`src/rtl/bcd_timer.sv`:
```
// -----------------------------------------------------------------------------
// bcd_timer -- mm:ss stopwatch / countdown timer counting in BCD.
//
// A slow square wave (tick_in, nominally 1 Hz, asynchronous to clk) is
// synchronised and edge-detected into a one-clk tick pulse. Each tick advances
// the mm:ss count (up or down, mode latched when counting starts) while the
// controller is in RUN. Counting down through 00:00 lands in DONE.
//
// Ports:
//   clk               system clock, all logic on the rising edge
//   rst               asynchronous, active-high reset
//   tick_in           asynchronous tick square wave
//   start/stop        run / pause controls (levels sampled every clk)
//   clear             zero the count and return to IDLE
//   load              apply load_min:load_sec preset (ignored while running)
//   mode              0 = up, 1 = down; latched only when a start is accepted
//   load_min/load_sec BCD preset, [7:4] tens, [3:0] units
//   min_bcd/sec_bcd   current count in BCD, always 00..59
//   running / done    registered decodes of RUN / DONE
//
// Input priority each cycle: clear > load > stop > start.
// -----------------------------------------------------------------------------
module bcd_timer #(
  parameter int SYNC_STAGES = 2
) (
  input  logic       clk,
  input  logic       rst,
  input  logic       tick_in,
  input  logic       start,
  input  logic       stop,
  input  logic       clear,
  input  logic       load,
  input  logic       mode,
  input  logic [7:0] load_min,
  input  logic [7:0] load_sec,
  output logic [7:0] min_bcd,
  output logic [7:0] sec_bcd,
  output logic       running,
  output logic       done
);

  typedef enum logic [1:0] {
    S_IDLE,
    S_RUN,
    S_PAUSE,
    S_DONE
  } state_e;

  // ---------------------------------------------------------------------------
  // Tick synchroniser and rising-edge detector
  // ---------------------------------------------------------------------------
  logic [SYNC_STAGES-1:0] sync_q;
  logic [SYNC_STAGES-1:0] fill_q;   // marks when sync_q holds real samples
  logic                   hist_q;
  logic                   armed_q;  // a genuine low level has been seen
  logic                   tick_p;

  // NOTE: sequential state is assigned with non-blocking (<=) only, so every
  // flop samples the values from before the edge.
  always_ff @(posedge clk or posedge rst) begin
    if (rst) begin
      sync_q  <= '0;
      fill_q  <= '0;
      hist_q  <= 1'b0;
      armed_q <= 1'b0;
    end else begin
      sync_q <= {sync_q[SYNC_STAGES-2:0], tick_in};
      fill_q <= {fill_q[SYNC_STAGES-2:0], 1'b1};
      hist_q <= sync_q[SYNC_STAGES-1];
      // A tick_in already high at reset release must not look like an edge:
      // only arm once the synchroniser has delivered a real low sample.
      if (fill_q[SYNC_STAGES-1] && !sync_q[SYNC_STAGES-1]) armed_q <= 1'b1;
    end
  end

  assign tick_p = sync_q[SYNC_STAGES-1] & ~hist_q & armed_q;

  // ---------------------------------------------------------------------------
  // BCD mm:ss arithmetic, t = {min_tens, min_units, sec_tens, sec_units}
  // ---------------------------------------------------------------------------
  function automatic logic [15:0] time_inc(input logic [15:0] t);
    logic [15:0] r;
    r = t;
    if (r[3:0] != 4'd9) r[3:0] = r[3:0] + 4'd1;
    else begin
      r[3:0] = 4'd0;
      if (r[7:4] != 4'd5) r[7:4] = r[7:4] + 4'd1;
      else begin
        r[7:4] = 4'd0;
        if (r[11:8] != 4'd9) r[11:8] = r[11:8] + 4'd1;
        else begin
          r[11:8] = 4'd0;
          r[15:12] = (r[15:12] != 4'd5) ? r[15:12] + 4'd1 : 4'd0;
        end
      end
    end
    return r;
  endfunction

  // Never called with 00:00; that case is handled as the DONE transition.
  function automatic logic [15:0] time_dec(input logic [15:0] t);
    logic [15:0] r;
    r = t;
    if (r[3:0] != 4'd0) r[3:0] = r[3:0] - 4'd1;
    else begin
      r[3:0] = 4'd9;
      if (r[7:4] != 4'd0) r[7:4] = r[7:4] - 4'd1;
      else begin
        r[7:4] = 4'd5;
        if (r[11:8] != 4'd0) r[11:8] = r[11:8] - 4'd1;
        else begin
          r[11:8] = 4'd9;
          r[15:12] = (r[15:12] != 4'd0) ? r[15:12] - 4'd1 : 4'd5;
        end
      end
    end
    return r;
  endfunction

  // ---------------------------------------------------------------------------
  // Controller
  // ---------------------------------------------------------------------------
  state_e      state_q, state_d;
  logic [15:0] cnt_q, cnt_d;        // {min_bcd, sec_bcd}
  logic        mode_q, mode_d;
  logic        running_q, done_q;
  logic        preset_ok;
  logic        cnt_zero;

  assign preset_ok = (load_min[7:4] <= 4'd5) && (load_min[3:0] <= 4'd9) &&
                     (load_sec[7:4] <= 4'd5) && (load_sec[3:0] <= 4'd9);
  assign cnt_zero  = (cnt_q == 16'h0000);

  always_comb begin
    // NOTE: every next-state signal takes a hold default before any branch,
    // so no path leaves it unassigned and no latch is inferred.
    state_d = state_q;
    cnt_d   = cnt_q;
    mode_d  = mode_q;

    if (clear) begin
      state_d = S_IDLE;
      cnt_d   = 16'h0000;
    end else if (load && state_q != S_RUN) begin
      // The load branch claims the cycle even for a bad preset, so an
      // invalid load also blocks a simultaneous stop/start.
      if (preset_ok) begin
        cnt_d = {load_min, load_sec};
        if (state_q == S_DONE) state_d = S_IDLE;
      end
    end else if (stop) begin
      // stop wins over start in every state; it only acts in RUN.
      if (state_q == S_RUN) state_d = S_PAUSE;
    end else if (start && state_q != S_RUN) begin
      // Accepted start swallows a coincident tick; counting begins next tick.
      mode_d  = mode;
      state_d = (mode && cnt_zero) ? S_DONE : S_RUN;
    end else if (state_q == S_RUN && tick_p) begin
      if (!mode_q)        cnt_d   = time_inc(cnt_q);
      else if (cnt_zero)  state_d = S_DONE;
      else                cnt_d   = time_dec(cnt_q);
    end
  end

  always_ff @(posedge clk or posedge rst) begin
    if (rst) begin
      state_q   <= S_IDLE;
      cnt_q     <= 16'h0000;
      mode_q    <= 1'b0;
      running_q <= 1'b0;
      done_q    <= 1'b0;
    end else begin
      state_q   <= state_d;
      cnt_q     <= cnt_d;
      mode_q    <= mode_d;
      // Decoded from the next state so the flags change on the same edge.
      running_q <= (state_d == S_RUN);
      done_q    <= (state_d == S_DONE);
    end
  end

  assign min_bcd = cnt_q[15:8];
  assign sec_bcd = cnt_q[7:0];
  assign running = running_q;
  assign done    = done_q;

endmodule

```
`config.mk`:
```
export PLATFORM = sky130hd
export DESIGN_NAME = bcd_timer
export DESIGN_NICKNAME = d
export VERILOG_FILES = /design/src/rtl/bcd_timer.sv
export SDC_FILE = /design/constraint.sdc
export NUM_CORES = 1
export LEC_CHECK = 0
export CAP_MARGIN = 20
export CORE_ASPECT_RATIO = 0.75
export CORE_MARGIN = 1.5
export CORE_UTILIZATION = 40
export CTS_CLUSTER_SIZE = 12
export DETAILED_ROUTE_END_ITERATION = 10
export PLACE_DENSITY_LB_ADDON = 0.05
export SYNTH_ARGS = -nofsm -noshare
export SYNTH_HDL_FRONTEND = slang
export SYNTH_SLANG_ARGS = --single-unit
```
`constraint.sdc`:
```
create_clock -name clk -period 3.85 [get_ports clk]
set_clock_uncertainty 0.1 [all_clocks]
set_input_delay 0.77 -clock clk [delete_from_list [all_inputs] [get_ports clk]]
set_output_delay 0.77 -clock clk [all_outputs]
set_load 0.03 [all_outputs]
```
After elaboration in Yosys (flattened, before gate mapping):

Cells that the tools add are included.
Widths: inputs -> output; s select.

* input bits: 24
* output and inout port bits: 18
* logic and storage cells: 102
* bits in registers: 27

* add/subtract/negate cells: 8
* equality and inequality tests: 19
* reductions and logical operators: 20
* order comparisons: 4
* bitwise operators: 6
* multiplexer cells: 33

Operators with widths (count)
* $mux 16: 8
* $mux 4: 10
* $ne 4x4->1 const B: 8
* $mux 12: 2
* $mux 2: 11
* $add 4x1->4 const B: 4
* $logic_not 16->1: 1
* $mux 8: 2
* $reduce_bool 4->1: 4
* $sub 4x1->4 const B: 4
* $ne 4x3->1 const B: 3
* $reduce_and 11->1: 1
* $reduce_and 9->1: 1
* $le 4x3->1 const B: 2
* $le 4x4->1 const B: 2
* $logic_and 1x1->1: 8
* $reduce_and 7->1: 1
* $ne 3x3->1 const B: 2
* $reduce_and 5->1: 1
* $eq 2x1->1 const B: 2
* $eq 2x2->1 const B: 2
* $not 1->1: 4
* $reduce_and 4->1: 1
* $ne 3x1->1 const B: 1
* other kinds (4): 5

Depth between registers and ports, before layout:

Gate-level depths: netlist of the first run.

* depth after elaboration: 12
* mapped depth: 8
* depth with buffers taken out: 7

Worst setup path after synthesis of the first run:

No wires, ideal clock.

* path kind: register to register
* start point: reg cnt_q[0]
* end point: reg cnt_q[14]
* data required time: 3.622 ns
* setup time: 0.128 ns
* setup slack: 1.471 ns
* period minus slack after synthesis: 2.379 ns
* data arrival time: 2.151 ns
* cell stages (with the launch flop): 8
* path buffers: 0
* cells stage by stage: dfrtp_1 -> inv_1 -> ha_1 -> nand3b_1 -> a2111oi_2 -> nand4b_1 -> a21oi_1 -> mux2_1

* longest elaborated chain between the ends: 3
* elaborated cells on any way between the ends: 7
* classes of those cells: eq/ne: 4; reduce/logical: 3

RTL lines
* start, declared: RTL line 124 `logic [15:0] cnt_q, cnt_d;`
* start signal, assigned: RTL line 174 `cnt_q <= cnt_d;`
* $logic_not 16->1 (tied with other cells): RTL line 132 `assign cnt_zero = (cnt_q == 16'h0000);`
* $ne 4x3->1 (no line) or $ne 4x4->1 (tied branches)
* $reduce_and 11->1 (no line) (*)

Mark *: on every way between the ends. The rest lies on a longest branch, timed or not.
A chain may end at the register's enable or synchronous reset.

Final worst setup path of the first run:

* start point: in stop
* end point: reg cnt_q[14]

* longest elaborated chain between the ends: 2

RTL lines
* start, declared: RTL line 30 `input logic stop,`
* $ne 3x1->1 (no line)
* $reduce_and 11->1 (no line)

Every way passes these cells.

==> flow_metrics.tcl, run 1 <==
set metrics [dict create \
    met3_usage 0.0402 \
    initial_core_util 0.420 \
    worstMarginPinSlew_ps 620 \
    grt_pass1_wl_um 9270 \
    whs_ps 257 \
    worstPathMaxFanout 5 \
    antenna_found_initial 0 \
    grt-busiest-layer "met1" \
    yosysTopAreaCell "dfrtp_1" \
    insertion_delay_ps 280 \
    diodes 0 \
    max_freq_mhz 365 \
    critPathCaptureType "register" \
    synthMuxAreaShare 0.0475 \
    finalNetCount 311 \
    syn_to_final_growth_pct 25.0 \
    hold_path_class "reg -> reg" \
    dieWidth_um 86.3 \
    drc_errors 0 \
    power_density_nw_per_um2 334 \
    met1_usage 0.337 \
    syn_inst 249 \
    cts_resized 0 \
    fin_crit_ps 2740 \
    ctsHtreeMaxLevel 1 \
    post-dp-hpwl_um 4370 \
    clock_tree.buffer_depth 2 \
    synth_top_family_by_area "simple AND/OR/NAND/NOR gates" \
    hold_viol 0 \
    timing.final.ws_setup_ps 1110 \
    utilization 0.525 \
    crit_arrival_ps 2820 \
    async_reset_ff_frac 1.00 \
    syn_area_sq_um 2080 \
    clk_pin_slew_ps 100 \
    synth_flop_cell "dfrtp_1" \
    viasPerCell 5.89 \
    die-area_sq_um 5640 \
    synth.ff_latch_count 27 \
    wirelength_um 5630 \
    hold_buffers 0 \
    tns_ps 0 \
    grt_max_degree 20 \
    gp_congestion 0.837 \
    syn_area_per_cell_sq_um 8.35 \
    synth_top_cells_by_count "27 x dfrtp_1, 22 x nand2_1, 20 x nor2_1, 18 x a21oi_1, 17 x o21ai_0" \
    die_h_um 65.4 \
    path_class "in -> reg" \
    finalSetupViolCount 0 \
    cts_buffers 3 \
    yosysWarnings 0 \
    slew_headroom 0.586 \
    finalCritPeriodShare 0.712 \
    port-buffer-count 41 \
    grt_pass1_vias 1811 \
    drtPass1Iterations 5 \
    overflow 0 \
    rsz0062_at_grt "no" \
    yosys-top-cells-area "dfrtp_1 32%, a21oi_1 4.3%, o21ai_0 4.1%" \
    cts_tree "yes" \
    status "finished clean" \
    synth_adder_area_share 0.0181 \
    synth_top_area_share 0.325 \
    post_synth_num_cell_types 62 \
    ios 42 \
    clockRootBuffer "clkbuf_8" \
    switching_share 0.382 \
    seq_area_sq_um 676 \
    synth-edff-count 0 \
    synthSimpleGateAreaFrac 0.287 \
    syn_nets 276 \
    cts_setup_buffers 0 \
    synth.most_common_cell "dfrtp_1" \
    multi_input_area_sq_um 1290 \
    core_sq_um 4950 \
    p_seq_frac 0.422 \
    combPwrFrac 0.377 \
    p_leak_nw 1.01 \
    grt_usage 0.212 \
    synth_compound_area_frac 0.247 \
    startpoint_type "input port" \
    met2_usage 0.296 \
    vias 2021 \
    wire_per_inst_um 16.4 \
    p_int_uw 537 \
    num_rows 22 \
    clock-sinks 27 \
    peakVddDrop_mv 0.131 \
    drive_gt1_frac 0.0989 \
    power_frac_clock 0.202 \
    maxCapViolCount 0 \
    worstPathRequired_ps 3930 \
    synth-xor-area-share 0.0211 \
    drt_iter0_drc 133 \
    post-place-ws_ps 847 \
    ant_nets 0 \
    ys_seq_area_frac 0.325 \
    fillers 478 \
    switchingPower_uw 332 \
    report.final.slew_viol_count 0 \
]
[flip-flops by register name (all words and copies together), names as in the netlist]
| name | flops |
|---|---|
| mode_q | 1 |
| state_q | 2 |
| sync_q | 2 |
| hist_q | 1 |
| armed_q | 1 |
| fill_q | 2 |
| done | 1 |
| cnt_q | 16 |
| running | 1 |
[stage by stage]
step | std cells | cell area (sq um) | power (mW)
3_5_place_dp | 339 | 2550 | 0.700
6_report | 343 | 2600 | 0.870
2_1_floorplan | 249 | 2080 | 0.583
5_1_grt | 343 | 2600 | 0.927
4_1_cts | 343 | 2600 | 0.873
3_3_place_gp | 338 | 2520 | 0.696
[cell families (layout without fill, tap and decap cells)]
kind of cell,Yosys count,in the layout
buf+inv,26,60
other cells,1,1
flops,27,27
xor+xnor,5,5
compound gates,73,73
simple gates,105,105
fa+ha+maj,3,3
mux,9,9
[critical path, cell delays in order]
cell	delay, ps
clkdlybuf4s50_1	490
or2_2	320
a2111oi_2	420
nand4b_1	190
a21oi_1	290
mux2_1	340
[placed cells by master (no fill, tap or decap), drive strengths merged, types with 2 or more instances in the layout]
master / instances
and2: 5
a311oi: 3
mux2: 7
buf: 5
a221oi: 2
o211ai: 4
a2bb2oi: 2
xnor2: 2
o31ai: 2
mux2i: 2
or3b: 2
a22o: 2
nor2: 20
nand4: 4
a21oi: 18
nand2b: 5
nand3b: 9
a41oi: 2
a21o: 3
a211oi: 3
xor2: 3
or2: 2
clkbuf: 3
nor2b: 6
nor3: 4
nand2: 22
a221o: 2
inv: 10
ha: 3
o221ai: 2
nor4: 5
clkdlybuf4s50: 41
nor3b: 3
o21ai: 17
nand3: 11
dfrtp: 27
o41ai: 2
[power by group through the flow]
stage	logic, mW	clock network [mW]	registers, mW
2_1_floorplan	0.216	0	0.368
3_3_place_gp	0.323	0	0.372
3_5_place_dp	0.328	0	0.372
4_1_cts	0.329	0.178	0.367
5_1_grt	0.360	0.192	0.375
6_report	0.328	0.175	0.367
[worst paths after layout]
path                       startpoint          to  slack [ps]  cells past startpoint
setup reg to reg             cnt_q[0]   cnt_q[14]        1240                      7
max in group asynchronous         rst  state_q[0]        2450                      3
hold reg to reg             sync_q[0]   sync_q[1]         260                      0
hold / removal              sync_q[0]   sync_q[1]         260                      0
setup / recovery                 stop   cnt_q[14]        1110                      6
min in group asynchronous         rst    cnt_q[4]         730                      2
[layout make-up]
class	instances	share of cell area
inverters	10	0.0144
clock buffers	3	0.0159
repair buffers	46	0.180
well taps	60	0.0289
clock inverters	1	0.00289
flip-flops and latches	27	0.260
multi-input cells	196	0.498
[per-layer routing]
| metal | routed length, um | part of all wire |
|---|---|---|
| met1 | 2950 | 0.52 |
| met5 | 0 | 0 |
| met4 | 34 | 0.0060 |
| met2 | 2280 | 0.40 |
| met3 | 371 | 0.066 |
Power figures use the tool's default switching activity.
==> run 2: changes to the inputs <==
- clock period: 3.85 -> 2.4 ns (I/O delays scaled with it)
==> flow_metrics.tcl, run 2 (synthesis gave the netlist of run 1 again) <==
set metrics [dict create \
    grt_usage 0.236 \
    hold_path_class "reg -> reg" \
    report.final.slew_viol_count 0 \
    critPathCaptureType "register" \
    ios 42 \
    rrSetupSlack_ps 180 \
    num_rows 22 \
    peakVddDrop_mv 0.390 \
    diodes 0 \
    fillers 454 \
    wire_per_inst_um 16.2 \
    grt_max_degree 28 \
    finalNetCount 346 \
    wirelength_um 6120 \
    syn_to_final_growth_pct 37.9 \
    hold_viol 0 \
    finalCritPeriodShare 0.941 \
    vias 2158 \
    timing.final.ws_setup_ps 141 \
    path_class "in -> reg" \
    startpoint_type "input port" \
    finalSetupViolCount 0 \
    cts_tree "yes" \
    drtPass1Iterations 5 \
    grt_pass1_wl_um 10300 \
    crit_arrival_ps 2330 \
    clockRootBuffer "clkbuf_8" \
    rsz0062_at_grt "no" \
    core_sq_um 4950 \
    ctsHtreeMaxLevel 1 \
    insertion_delay_ps 280 \
    worstPathRequired_ps 2480 \
    gp_congestion 0.922 \
    clk_pin_slew_ps 100 \
    drc_errors 0 \
    slew_headroom 0.665 \
    drt_iter0_drc 173 \
    mostFrequentLayoutCells "41 x clkdlybuf4s50_1, 39 x buf_4, 27 x dfrtp_1, 22 x nand2_1, 20 x nor2_1" \
    port-buffer-count 41 \
    cts_buffers 3 \
    max_freq_mhz 443 \
    initial_core_util 0.420 \
    max_flop_register "cnt_q" \
    final_common_cell "clkdlybuf4s50_1" \
    largest_register_ff_count 16 \
    post-place-ws_ps -184 \
    ant_nets 0 \
    clock-sinks 27 \
    overflow 0 \
    worstPathMaxFanout 6 \
    drive_gt1_frac 0.198 \
    finalPower_mw 1.48 \
    die-area_sq_um 5640 \
    clock_tree.buffer_depth 2 \
    dieWidth_um 86.3 \
    fin_crit_ps 2260 \
    maxCapViolCount 0 \
    antenna_found_initial 0 \
    viasPerCell 5.71 \
    die_h_um 65.4 \
    worstMarginPinSlew_ps 503 \
    post-dp-hpwl_um 4720 \
    p_leak_nw 1.18 \
    status "finished clean" \
    power_density_nw_per_um2 516 \
    hold_buffers 0 \
    grt_pass1_vias 1962 \
]
==> run 2: cell type report <==
cell class	count	area [sq um]	area share
inverter	10	37.5	0.0131
clock inverter	1	7.51	0.00262
tap	60	75.1	0.0262
multi-input combinational	196	1310	0.456
sequential	27	676	0.236
timing repair buffer	81	723	0.252
clock buffer	3	41.3	0.0144
==> run 2: metrics by stage <==
stage	utilization	instances	hold WS, ps	TNS [ps]	instance area (sq um)
6_report	0.579	378	257	0	2870
5_1_grt	0.579	378	273	0	2870
4_1_cts	0.576	378	259	0	2860
3_5_place_dp	0.566	374	235	-786	2810
3_3_place_gp	0.566	374	235	-472	2810
2_1_floorplan	-	249	231	0	2080
==> run 2: worst max-delay path, cell delays in order <==
cell,delay (ps)
clkdlybuf4s50_1,480
o21ai_0,180
and4_1,260
a21oi_1,430
nand2_1,200
mux2_2,310
==> run 2: worst paths after layout <==
check,from,endpoint,cells after the start
setup / recovery,load_sec[1],cnt_q[10],6
hold / removal,fill_q[0],fill_q[1],0
setup reg to reg,cnt_q[1],cnt_q[14],7
hold reg to reg,fill_q[0],fill_q[1],0
max in group asynchronous,rst,cnt_q[10],3
min in group asynchronous,rst,fill_q[1],3
==> run 2: what timing repair did <==
action,4_1_cts,5_1_grt
endpoints found under the setup margin,0,1
gates resized for setup,0,1
setup buffers,0,0
==> run 2: report_power, final <==
part / switching (mW) / total [mW] / internal [mW]
registers: 0.0623 / 0.554 / 0.491
clock network: 0.160 / 0.279 / 0.118
logic: 0.332 / 0.648 / 0.316
total: 0.555 / 1.48 / 0.926
==> run 2: metal layers <==
layer / vias up / routed length, um / track usage
met5: - / 0 / 0
met4: 0 / 58 / 0.0383
met3: 6 / 426 / 0.0503
met2: 74 / 2450 / 0.328
met1: 1010 / 3190 / 0.375
li1: 1068 / - / -
==> run 3: changes to the inputs <==
- CORE_UTILIZATION: 40 -> 47
==> flow_metrics.tcl, run 3 (synthesis gave the netlist of run 1 again) <==
set metrics [dict create \
    clk_pin_slew_ps 100 \
    grt_max_degree 28 \
    overflow 0 \
    cts_buffers 3 \
    worstPathMaxFanout 3 \
    finalCritPeriodShare 0.959 \
    insertion_delay_ps 280 \
    viasPerCell 5.87 \
    max_flop_register "cnt_q" \
    largest_register_ff_count 16 \
    fin_crit_ps 2300 \
    cts_setup_buffers 0 \
    dpl.cell_count 365 \
    r2r_start "cnt_q[1]" \
    cts_resized 0 \
    layoutNonFillerInstCount 369 \
    clockRootBuffer "clkbuf_8" \
    regToRegEndpoint "cnt_q[14]" \
    rsz0062_at_grt "no" \
    crit_arrival_ps 2360 \
    status "finished clean" \
    p_int_uw 907 \
    post-dp-hpwl_um 4710 \
    path_cells "clkdlybuf4s50_1 > or2_2 > a2111oi_4 > nand4b_1 > a21oi_2 > mux2_1" \
    p_leak_nw 1.16 \
    wire_per_inst_um 16.3 \
    max_freq_mhz 435 \
    clock_tree.buffer_depth 2 \
    endpoint "cnt_q[14]" \
    final_common_cell "clkdlybuf4s50_1" \
    dieWidth_um 79.8 \
    critPathCaptureType "register" \
    grt_usage 0.268 \
    path_class "in -> reg" \
    wirelength_um 6020 \
    peakVddDrop_mv 0.264 \
    hold_path_class "reg -> reg" \
    gp_congestion 0.890 \
    antenna_found_initial 0 \
    cp_slowest_cell "clkdlybuf4s50_1" \
    finalSetupViolCount 0 \
    cts_tree "yes" \
    ios 42 \
    tns_ps 0 \
    ctsHtreeMaxLevel 1 \
    switchingPower_uw 538 \
    core_sq_um 4150 \
    worstMarginPinSlew_ps 514 \
    report.final.slew_viol_count 0 \
    diodes 0 \
    syn_to_final_growth_pct 36.3 \
    rrSetupSlack_ps 160 \
    drt_iter0_drc 188 \
    grt_pass1_wl_um 9720 \
    power_density_nw_per_um2 510 \
    drtPass1Iterations 4 \
    drive_gt1_frac 0.191 \
    hold_viol 0 \
    grt_pass1_vias 1930 \
    finalPower_mw 1.45 \
    finalNetCount 342 \
    p_seq_frac 0.378 \
    worstRegToRegCells 7 \
    ant_nets 0 \
    clock-sinks 27 \
    maxCapViolCount 0 \
    mostFrequentLayoutCells "41 x clkdlybuf4s50_1, 35 x buf_4, 27 x dfrtp_1, 22 x nand2_1, 20 x nor2_1" \
    vias 2165 \
    worstPathRequired_ps 2460 \
    slew_headroom 0.656 \
    port-buffer-count 41 \
    switching_share 0.372 \
    whs_path_depth 0 \
    fillers 369 \
    startpoint "stop" \
    die-area_sq_um 4840 \
    multi_input_area_sq_um 1310 \
    drc_errors 0 \
    die_h_um 60.6 \
    critical_path.max_stage_delay_ps 450 \
    seq_area_sq_um 676 \
    num_rows 20 \
    hold_buffers 0 \
    startpoint_type "input port" \
    combPwrFrac 0.437 \
    initial_core_util 0.501 \
    power_frac_clock 0.185 \
]
## run 3: cell types whose count changed in the layout (fill, tap and decap cells not counted), sizes merged
| cell | delta |
|---|---|
| buf | -4 |
## run 3: area by class of cell
type / count / area share
multi-input cells: 196 / 0.462
repair buffers: 77 / 0.244
flip-flops and latches: 27 / 0.238
well taps: 55 / 0.0243
clock buffers: 3 / 0.0146
inverters: 10 / 0.0132
clock inverters: 1 / 0.00265
## run 3: how the worst min path moves through the flow
| stage | start | to | slack (ps) |
|---|---|---|---|
| 6_report | sync_q[0] | sync_q[1] | 260 |
| 5_1_grt | fill_q[0] | fill_q[1] | 270 |
| 4_1_cts | sync_q[0] | sync_q[1] | 260 |
| 3_5_place_dp | sync_q[0] | sync_q[1] | 240 |
| 3_3_place_gp | sync_q[0] | sync_q[1] | 230 |
| 2_1_floorplan | fill_q[0] | fill_q[1] | 230 |
## run 3: through the flow
| step | area [sq um] | utilization | worst slack (ps) | hold slack, ps |
|---|---|---|---|---|
| 2_1_floorplan | 2080 | - | 21.2 | 231 |
| 3_3_place_gp | 2770 | 0.667 | -203 | 233 |
| 3_5_place_dp | 2770 | 0.667 | -244 | 236 |
| 4_1_cts | 2820 | 0.679 | 39.4 | 259 |
| 5_1_grt | 2840 | 0.683 | 27.2 | 265 |
| 6_report | 2840 | 0.683 | 99.3 | 257 |
## run 3: power groups by stage
stage	Combinational, mW	Clock (mW)	Sequential, mW
floorplan	0.346	0	0.590
global placement	0.616	0	0.553
detailed placement	0.623	0	0.554
CTS	0.626	0.272	0.546
global route	0.687	0.293	0.554
finish	0.631	0.268	0.546
## run 3: critical path: cells and delay by family
family                 cells  cell delay, ps
AOI/OAI and AO/OA          2             550
muxes                      1             340
buffers and inverters      1             450
and+or+nand+nor            2             540
## run 3: metal layers
metal / GRT usage / wire [um]
met2: 0.423 / 2570
met1: 0.398 / 2920
met5: 0 / 0
met4: 0.0419 / 44
met3: 0.0451 / 486
